==> src/rtl/char_anim_pkg.sv <==
`default_nettype none
// ============================================================================
// Module      : char_anim_pkg
// Description : Shared encodings for the character animation controller:
//               physics state codes, sprite display ids and a helper that
//               sizes the internal tick counters.
// Revision    : 1.0 - initial multi-character release
// ============================================================================
package char_anim_pkg;

    // Physics state codes arriving from the character FSMs
    typedef enum logic [2:0] {
        CS_IDLE           = 3'd0,
        CS_LEFT           = 3'd1,
        CS_RIGHT          = 3'd2,
        CS_CHARGE         = 3'd3,
        CS_JUMP           = 3'd4,
        CS_COLLISION      = 3'd5,
        CS_FALL_TO_GROUND = 3'd6,
        CS_HOLD           = 3'd7
    } char_state_e;

    // Sprite ids handed to the renderer
    typedef enum logic [2:0] {
        ID_IDLE_1    = 3'd0,
        ID_IDLE_2    = 3'd1,
        ID_CHARGE    = 3'd2,
        ID_JUMP_UP   = 3'd3,
        ID_JUMP_DOWN = 3'd4,
        ID_HARD_LAND = 3'd5,
        ID_SOFT_LAND = 3'd6,
        ID_WALK      = 3'd7
    } disp_id_e;

    // Counter width large enough to hold the largest period value
    function automatic int cnt_width_f(input int a, input int b, input int c);
        int m;
        m = a;
        if (b > m) m = b;
        if (c > m) m = c;
        return $clog2(m + 1);
    endfunction

endpackage
`default_nettype wire

==> src/rtl/char_anim_fsm.sv <==
`default_nettype none
// ============================================================================
// Module      : char_anim_fsm
// Description : One animation channel. On each tick turns the registered
//               physics state and vertical velocity into a sprite id, a walk
//               frame bit and a facing bit, with breathing, landing-hold and
//               walk counters.
// Ports       : clk_i, rst_ni (async, active-low), tick_i (1-cycle strobe),
//               state_i (physics state), vel_i (signed, positive = up),
//               id_o, walk_frame_o, facing_left_o
// Config      : CHAR_ANIM_LAND_CANCEL_EN - CHARGE aborts a landing hold
// Revision    : 1.0 - initial multi-character release
// ============================================================================
module char_anim_fsm
    import char_anim_pkg::*;
#(
    parameter int SIGNED_PHY_WIDTH = 17,
    parameter int IDLE_PERIOD      = 64,
    parameter int LAND_HOLD_TICKS  = 64,
    parameter int WALK_FRAME_TICKS = 8,
    parameter int HARD_LAND_VEL    = 7,
    parameter int CNT_WIDTH        = 7
) (
    input  logic                               clk_i,
    input  logic                               rst_ni,
    input  logic                               tick_i,
    input  logic [2:0]                         state_i,
    input  logic signed [SIGNED_PHY_WIDTH-1:0] vel_i,
    output logic [2:0]                         id_o,
    output logic                               walk_frame_o,
    output logic                               facing_left_o
);

    localparam logic [CNT_WIDTH-1:0] c_IDLE_LAST = CNT_WIDTH'(IDLE_PERIOD - 1);
    localparam logic [CNT_WIDTH-1:0] c_IDLE_HALF = CNT_WIDTH'(IDLE_PERIOD / 2);
    localparam logic [CNT_WIDTH-1:0] c_LAND_LAST = CNT_WIDTH'(LAND_HOLD_TICKS - 1);
    localparam logic [CNT_WIDTH-1:0] c_WALK_LAST = CNT_WIDTH'(WALK_FRAME_TICKS - 1);
    // Hard-landing threshold, sign-extended so the compare below is signed
    localparam logic signed [SIGNED_PHY_WIDTH-1:0] c_HARD_THR =
        -$signed(SIGNED_PHY_WIDTH'(HARD_LAND_VEL));

    disp_id_e                            id_q, id_d, w_next_id;
    logic [CNT_WIDTH-1:0]                idle_cnt_q, idle_cnt_d;
    logic [CNT_WIDTH-1:0]                land_cnt_q, land_cnt_d;
    logic [CNT_WIDTH-1:0]                walk_cnt_q, walk_cnt_d;
    logic                                walk_frame_q, walk_frame_d;
    logic                                facing_q, facing_d, w_facing_nxt;
    logic signed [SIGNED_PHY_WIDTH-1:0]  vel_land_q, vel_land_d;
    logic                                w_vel_pos, w_vel_neg;
    logic                                w_cur_idle, w_cur_land, w_land_hold;
    logic                                w_nxt_idle, w_nxt_land;

    always_ff @(posedge clk_i or negedge rst_ni) begin
        if (!rst_ni) begin
            id_q         <= ID_IDLE_1;
            idle_cnt_q   <= '0;
            land_cnt_q   <= '0;
            walk_cnt_q   <= '0;
            walk_frame_q <= 1'b0;
            facing_q     <= 1'b0;
            vel_land_q   <= '0;
        end else begin
            id_q         <= id_d;
            idle_cnt_q   <= idle_cnt_d;
            land_cnt_q   <= land_cnt_d;
            walk_cnt_q   <= walk_cnt_d;
            walk_frame_q <= walk_frame_d;
            facing_q     <= facing_d;
            vel_land_q   <= vel_land_d;
        end
    end

    always_comb begin
        id_d         = id_q;
        idle_cnt_d   = idle_cnt_q;
        land_cnt_d   = land_cnt_q;
        walk_cnt_d   = walk_cnt_q;
        walk_frame_d = walk_frame_q;
        facing_d     = facing_q;
        vel_land_d   = vel_land_q;
        w_next_id    = id_q;
        w_facing_nxt = facing_q;

        w_vel_neg   = vel_i[SIGNED_PHY_WIDTH-1];
        w_vel_pos   = !vel_i[SIGNED_PHY_WIDTH-1] && (vel_i != '0);
        w_cur_idle  = (id_q == ID_IDLE_1) || (id_q == ID_IDLE_2);
        w_cur_land  = (id_q == ID_HARD_LAND) || (id_q == ID_SOFT_LAND);
        w_land_hold = w_cur_land && (land_cnt_q < c_LAND_LAST);

        case (char_state_e'(state_i))
            CS_IDLE: begin
                if (w_land_hold)    w_next_id = id_q;
                else if (w_vel_pos) w_next_id = ID_JUMP_UP;
                else if (w_vel_neg) w_next_id = ID_JUMP_DOWN;
                else if (idle_cnt_q < c_IDLE_HALF) w_next_id = ID_IDLE_1;
                else                w_next_id = ID_IDLE_2;
            end
            CS_LEFT: begin
                w_next_id    = ID_WALK;
                w_facing_nxt = 1'b1;
            end
            CS_RIGHT: begin
                w_next_id    = ID_WALK;
                w_facing_nxt = 1'b0;
            end
            CS_CHARGE: begin
`ifdef CHAR_ANIM_LAND_CANCEL_EN
                w_next_id = ID_CHARGE;
`else
                w_next_id = w_land_hold ? id_q : ID_CHARGE;
`endif
            end
            CS_JUMP, CS_COLLISION: begin
                if (w_vel_pos)      w_next_id = ID_JUMP_UP;
                else if (w_vel_neg) w_next_id = ID_JUMP_DOWN;
            end
            CS_FALL_TO_GROUND: begin
                // Decided from the last nonzero velocity seen before this tick
                if (vel_land_q != '0) begin
                    w_next_id = (vel_land_q < c_HARD_THR) ? ID_HARD_LAND : ID_SOFT_LAND;
                end
            end
            default: w_next_id = id_q;
        endcase

        w_nxt_idle = (w_next_id == ID_IDLE_1) || (w_next_id == ID_IDLE_2);
        w_nxt_land = (w_next_id == ID_HARD_LAND) || (w_next_id == ID_SOFT_LAND);

        if (tick_i) begin
            id_d     = w_next_id;
            facing_d = w_facing_nxt;

            // Breathing phase counts ticks already spent idle; entering idle
            // starts from zero so it always opens with IDLE_1.
            if (w_nxt_idle && w_cur_idle)
                idle_cnt_d = (idle_cnt_q == c_IDLE_LAST) ? '0 : idle_cnt_q + 1'b1;
            else
                idle_cnt_d = '0;

            // Landing hold starts at zero on the tick the pose is entered
            if (w_nxt_land && w_cur_land)
                land_cnt_d = (land_cnt_q == c_LAND_LAST) ? land_cnt_q : land_cnt_q + 1'b1;
            else
                land_cnt_d = '0;

            // Walk counts the entering tick, so the first frame flip lands
            // after exactly WALK_FRAME_TICKS ticks of walking.
            if (w_next_id == ID_WALK) begin
                if (walk_cnt_q == c_WALK_LAST) begin
                    walk_cnt_d   = '0;
                    walk_frame_d = !walk_frame_q;
                end else begin
                    walk_cnt_d   = walk_cnt_q + 1'b1;
                end
            end else begin
                walk_cnt_d   = '0;
                walk_frame_d = 1'b0;
            end

            if (vel_i != '0) vel_land_d = vel_i;
        end
    end

    assign id_o          = id_q;
    assign walk_frame_o  = walk_frame_q;
    assign facing_left_o = facing_q;

endmodule
`default_nettype wire

==> src/rtl/char_anim_state_controller.sv <==
`default_nettype none
// ============================================================================
// Module      : char_anim_state_controller
// Description : NUM_CHAR independent sprite animation channels advanced by a
//               rising-edge detect of the character_clk strobe.
// Ports       : sys_clk, sys_rst_n (async, active-low), character_clk,
//               char_state[3*NUM_CHAR], vel_y[SIGNED_PHY_WIDTH*NUM_CHAR],
//               char_display_id[3*NUM_CHAR], walk_frame[NUM_CHAR],
//               facing_left[NUM_CHAR]
// Config      : CHAR_ANIM_LAND_CANCEL_EN - CHARGE aborts a landing hold
// Revision    : 1.0 - initial multi-character release
// ============================================================================
module char_anim_state_controller
    import char_anim_pkg::*;
#(
    parameter int NUM_CHAR         = 2,
    parameter int SIGNED_PHY_WIDTH = 17,
    parameter int IDLE_PERIOD      = 64,
    parameter int LAND_HOLD_TICKS  = 64,
    parameter int WALK_FRAME_TICKS = 8,
    parameter int HARD_LAND_VEL    = 7,
    parameter int CNT_WIDTH        = cnt_width_f(IDLE_PERIOD, LAND_HOLD_TICKS, WALK_FRAME_TICKS)
) (
    input  logic                                 sys_clk,
    input  logic                                 sys_rst_n,
    input  logic                                 character_clk,
    input  logic [3*NUM_CHAR-1:0]                char_state,
    input  logic [SIGNED_PHY_WIDTH*NUM_CHAR-1:0] vel_y,
    output logic [3*NUM_CHAR-1:0]                char_display_id,
    output logic [NUM_CHAR-1:0]                  walk_frame,
    output logic [NUM_CHAR-1:0]                  facing_left
);

    logic                                 clk_d1_q, clk_d2_q;
    logic [3*NUM_CHAR-1:0]                state_q;
    logic [SIGNED_PHY_WIDTH*NUM_CHAR-1:0] vel_q;
    logic                                 w_tick;

    always_ff @(posedge sys_clk or negedge sys_rst_n) begin
        if (!sys_rst_n) begin
            clk_d1_q <= 1'b0;
            clk_d2_q <= 1'b0;
            state_q  <= '0;
            vel_q    <= '0;
        end else begin
            clk_d1_q <= character_clk;
            clk_d2_q <= clk_d1_q;
            state_q  <= char_state;
            vel_q    <= vel_y;
        end
    end

    // One sys_clk wide per character_clk rising edge, aligned with the
    // registered state and velocity captured on the same edge.
    assign w_tick = clk_d1_q & ~clk_d2_q;

    for (genvar i = 0; i < NUM_CHAR; i++) begin : g_chan
        char_anim_fsm #(
            .SIGNED_PHY_WIDTH (SIGNED_PHY_WIDTH),
            .IDLE_PERIOD      (IDLE_PERIOD),
            .LAND_HOLD_TICKS  (LAND_HOLD_TICKS),
            .WALK_FRAME_TICKS (WALK_FRAME_TICKS),
            .HARD_LAND_VEL    (HARD_LAND_VEL),
            .CNT_WIDTH        (CNT_WIDTH)
        ) u_fsm (
            .clk_i         (sys_clk),
            .rst_ni        (sys_rst_n),
            .tick_i        (w_tick),
            .state_i       (state_q[3*i +: 3]),
            .vel_i         ($signed(vel_q[SIGNED_PHY_WIDTH*i +: SIGNED_PHY_WIDTH])),
            .id_o          (char_display_id[3*i +: 3]),
            .walk_frame_o  (walk_frame[i]),
            .facing_left_o (facing_left[i])
        );
    end

endmodule
`default_nettype wire

==> config.mk <==
export PLATFORM = sky130hd
export DESIGN_NAME = char_anim_state_controller
export DESIGN_NICKNAME = d
export VERILOG_FILES = /design/src/rtl/char_anim_pkg.sv /design/src/rtl/char_anim_fsm.sv /design/src/rtl/char_anim_state_controller.sv
export SDC_FILE = /design/constraint.sdc
export NUM_CORES = 1
export LEC_CHECK = 0
export CORE_MARGIN = 3
export CORE_UTILIZATION = 58
export DETAILED_ROUTE_END_ITERATION = 6
export PLACE_DENSITY = 0.86
export SETUP_SLACK_MARGIN = 0.4
export SLEW_MARGIN = 5
export SYNTH_ARGS = -nofsm -noshare
export SYNTH_HDL_FRONTEND = slang
export SYNTH_HIERARCHICAL = 1
export SYNTH_SLANG_ARGS = --single-unit
==> constraint.sdc <==
create_clock -name sys_clk -period 3.05 [get_ports sys_clk]
set_input_delay 0.61 -clock sys_clk [delete_from_list [all_inputs] [get_ports sys_clk]]
set_output_delay 0.61 -clock sys_clk [all_outputs]
set_load 0.01 [all_outputs]
==> out/summary.json <==
{
  "hold_viol": 0,
  "yosysMostFrequentCell": "sky130_fd_sc_hd__dfrtp_1",
  "setup_violators_final": 0,
  "hp-class": "primary input to async pin",
  "arrival_ns": 3.14,
  "start_kind": "flip-flop",
  "synth.distinct_cells": 56,
  "seq_power_share_pct": 43.1,
  "clk_pin_slew_ns": 0.07,
  "drt_first_iter_violations": 356,
  "drive_above_1_share_pct": 18.4,
  "net_count_after_synthesis": 586,
  "ys_top_cells_by_count": "sky130_fd_sc_hd__dfrtp_1, sky130_fd_sc_hd__nor2_1, sky130_fd_sc_hd__mux2_2, sky130_fd_sc_hd__nand2_1, sky130_fd_sc_hd__inv_1",
  "htree_num_levels": 4,
  "critical_path.most_common_cell": "sky130_fd_sc_hd__o2bb2ai_1",
  "asyncSetResetFlopFracSynth_pct": 100,
  "core_area_um2": 9910,
  "drv_slew": 0,
  "critical-path-slowest-cell": "sky130_fd_sc_hd__dfrtp_1",
  "net-switching-power_mw": 1.32,
  "worst-path-buf-inv": 2,
  "critPathRequiredTime_ns": 3.45,
  "numClockSinks": 128,
  "later_pin_clock_latency_in_the_skew_report_ns": 0.52,
  "actual_slew_at_the_worst_max_slew_pin_ns": 0.708,
  "ys_top_cells_by_area": "sky130_fd_sc_hd__dfrtp_1, sky130_fd_sc_hd__mux2_2, sky130_fd_sc_hd__nor2_1, sky130_fd_sc_hd__nand3_1, sky130_fd_sc_hd__nand2_1",
  "global_routing_usage_summed_across_all_routing_layers_pct": 23.5,
  "p_leak_nw": 3.01,
  "max_freq_ghz": 0.365,
  "synth-main-ff-cell": "sky130_fd_sc_hd__dfrtp_1",
  "path_class": "flip-flop to flip-flop",
  "ctsRootBufferMaster": "sky130_fd_sc_hd__clkbuf_8",
  "crit_family": "simple AND/OR/NAND/NOR gates",
  "syn_area_um2": 5980,
  "outcome": "completed",
  "layout_worst_path_cycle_share_pct": 89.9,
  "synth_edf_count": 0,
  "skew_ns": 0.0134,
  "yosysSeqAreaShare_pct": 53.5,
  "die_h_um": 108,
  "tritoncts.num_buffers": 17,
  "io_buffers": 52,
  "num_io_pins": 53,
  "tns_ns": 0,
  "final_total_power_mw": 4.62,
  "dpl.hpwl_um": 8150,
  "top_fanout_value_on_the_critical_path": 4,
  "routed_wl_um": 13700,
  "nNetsFinal": 655,
  "grt_pass1_wl_um": 21400,
  "wl_per_cell_um": 18.2,
  "syn_avg_cell_area_um2": 11.1,
  "grt_overflow_total": 0,
  "internal_power_mw": 3.30,
  "timing.slew.headroom_pct": 52.8,
  "netlist.top_cell.by_area": "sky130_fd_sc_hd__dfrtp_1",
  "clock_path_buffers": 2,
  "cell_area_power_density_nw_per_um2": 630,
  "final_critical_path_setup_slack_ns": 0.309,
  "vias": 4616,
  "final_core_utilization_pct": 74.0,
  "first_global_vias": 4632,
  "worst_setup_slack_after_placement_ns": 0.546,
  "p_comb_share_pct": 15.3,
  "power.switching_fraction_pct": 28.7,
  "layout-area-overhead-vs-synth_pct": 22.6,
  "antenna_cells_inserted": 0,
  "die_w_um": 108,
  "worst_ir_drop_vdd_mv": 0.509,
  "cts_tree": "done",
  "layout_min_cycle_time_ns": 2.74,
  "floorplan_die_area_um2": 11600,
  "final_antenna_net_count": 0,
  "drt-vias-per-instance": 6.14,
  "cells_along_the_critical_path": "nor4_1 > nand4_1 > buf_4 > a21oi_1 > o2bb2ai_1 > o211ai_4 > buf_12 > nor3b_4 > nand2_2 > o2bb2ai_1",
  "grt_setup_unrepaired": "true",
  "initial_core_utilization_pct": 60.4,
  "netlist_instances": 537,
  "detailedRoute.firstPassIterationCount": 5,
  "critical_path_capture_point_type": "flip-flop",
  "synth_warn": 6,
  "n_fill_cell": 642,
  "antenna_violations_before_repair": 0,
  "max_cap_violations": 0,
  "post_synthesis_sequential_element_count": 128,
  "placementRows": 36,
  "critPathMaxStageDelay_ns": 0.41,
  "gp_congestion": 0.851,
  "share_clk_of_total_power_pct": 41.6,
  "drt_drc_violations_left": 0,
  "synthDominantCellAreaShare_pct": 53.5,
  "grt_max_degree": 57
}
[layer usage]
metal | global-route usage, % | part of all wire (%) | vias to the layer above
met5 | 0 | 0 | -
met4 | 10.1 | 1.8 | 0
met3 | 5.16 | 4.2 | 25
met2 | 39.7 | 53 | 161
met1 | 29.1 | 41 | 2326
li1 | - | - | 2104
[per-stage QoR]
step / area (µm²) / instances / hold slack [ns]
after floorplan: 5980 / 537 / 0.314
after global placement: 6640 / 710 / 0.384
after detailed placement: 6640 / 710 / 0.397
after CTS: 7200 / 742 / 0.147
after global routing: 7330 / 752 / 0.193
final: 7330 / 752 / 0.145
[power by group through the flow]
| stage | Clock, mW | Sequential [mW] | Combinational, mW |
|---|---|---|---|
| 2_1_floorplan | 0 | 1.95 | 0.458 |
| 3_3_place_gp | 0 | 1.99 | 0.602 |
| 3_5_place_dp | 0 | 2.00 | 0.631 |
| 4_1_cts | 1.94 | 1.98 | 0.645 |
| 5_1_grt | 2.04 | 2.01 | 0.764 |
| 6_report | 1.92 | 1.99 | 0.709 |
[area by class of cell]
type | instances | area (µm²) | share of cell area, %
Tap cell | 133 | 166 | 2.27
Timing Repair Buffer | 70 | 691 | 9.42
Multi-Input combinational cell | 361 | 2610 | 35.6
Inverter | 28 | 105 | 1.43
Clock buffer | 20 | 435 | 5.94
Sequential cell | 128 | 3200 | 43.7
Clock inverter | 12 | 125 | 1.71
[repair_timing]
item / in CTS / in global routing
hold buffers: 0 / 0
setup buffers: 0 / 10
setup endpoints to repair: 0 / 33
resized for setup: 0 / 5
[cell usage in the layout, fill, tap and decap left out, types with 8 or more instances in the layout]
cell type	Yosys	final
sky130_fd_sc_hd__dfrtp_1	128	128
sky130_fd_sc_hd__clkdlybuf4s50_1	0	51
sky130_fd_sc_hd__nor2_1	40	40
sky130_fd_sc_hd__mux2_2	32	32
sky130_fd_sc_hd__nand2_1	32	32
sky130_fd_sc_hd__inv_1	28	28
sky130_fd_sc_hd__nand3_1	26	26
sky130_fd_sc_hd__a21oi_1	22	22
sky130_fd_sc_hd__nand4_1	18	18
sky130_fd_sc_hd__clkbuf_16	0	16
sky130_fd_sc_hd__o21ai_1	16	16
sky130_fd_sc_hd__buf_4	0	16
sky130_fd_sc_hd__nor4_1	14	14
sky130_fd_sc_hd__o21ai_0	14	14
sky130_fd_sc_hd__and3_1	12	12
sky130_fd_sc_hd__a31oi_1	10	9
sky130_fd_sc_hd__xor2_1	8	8
sky130_fd_sc_hd__nor2b_1	8	8
sky130_fd_sc_hd__nor3_1	8	8
[sequential cells by signal (all words and copies together), names as in the netlist]
register and flops:
clk_d2_q 1, g_chan.u_fsm/id_o 6, g_chan.u_fsm/walk_cnt_q 14, g_chan.u_fsm/vel_land_q 34, g_chan.u_fsm/facing_left_o 2, g_chan.u_fsm/land_cnt_q 14, clk_d1_q 1, state_q 6
g_chan.u_fsm/walk_frame_o 2, g_chan.u_fsm/idle_cnt_q 14, vel_q 34
[cell families (layout without fill, tap and decap cells)]
family	count (synthesis)	after routing	share of synthesized area [%]
compound gates	108	108	12.8
mux	38	38	7.03
simple gates	193	193	18.9
fa+ha+maj	6	6	1.25
buf+inv	48	130	3.47
flops	128	128	53.5
xor+xnor	16	16	2.97
[worst paths after layout]
check / from / end / slack (ns) / cells past startpoint
setup / recovery: vel_q[2]$_DFF_PN0_ / g_chan[0].u_fsm/idle_cnt_q[1]$_DFFE_PN0P_ / 0.31 / 10
hold / removal: sys_rst_n / g_chan[0].u_fsm/land_cnt_q[0]$_DFFE_PN0P_ / 0.15 / 1
setup reg to reg: vel_q[2]$_DFF_PN0_ / g_chan[0].u_fsm/idle_cnt_q[1]$_DFFE_PN0P_ / 0.31 / 10
hold reg to reg: clk_d1_q$_DFF_PN0_ / clk_d2_q$_DFF_PN0_ / 0.45 / 0
max in group asynchronous: sys_rst_n / g_chan[0].u_fsm/vel_land_q[2]$_DFFE_PN0P_ / 2.06 / 2
min in group sys_clk: clk_d1_q$_DFF_PN0_ / clk_d2_q$_DFF_PN0_ / 0.45 / 0
Note: power is estimated with default switching activity, not from simulation.
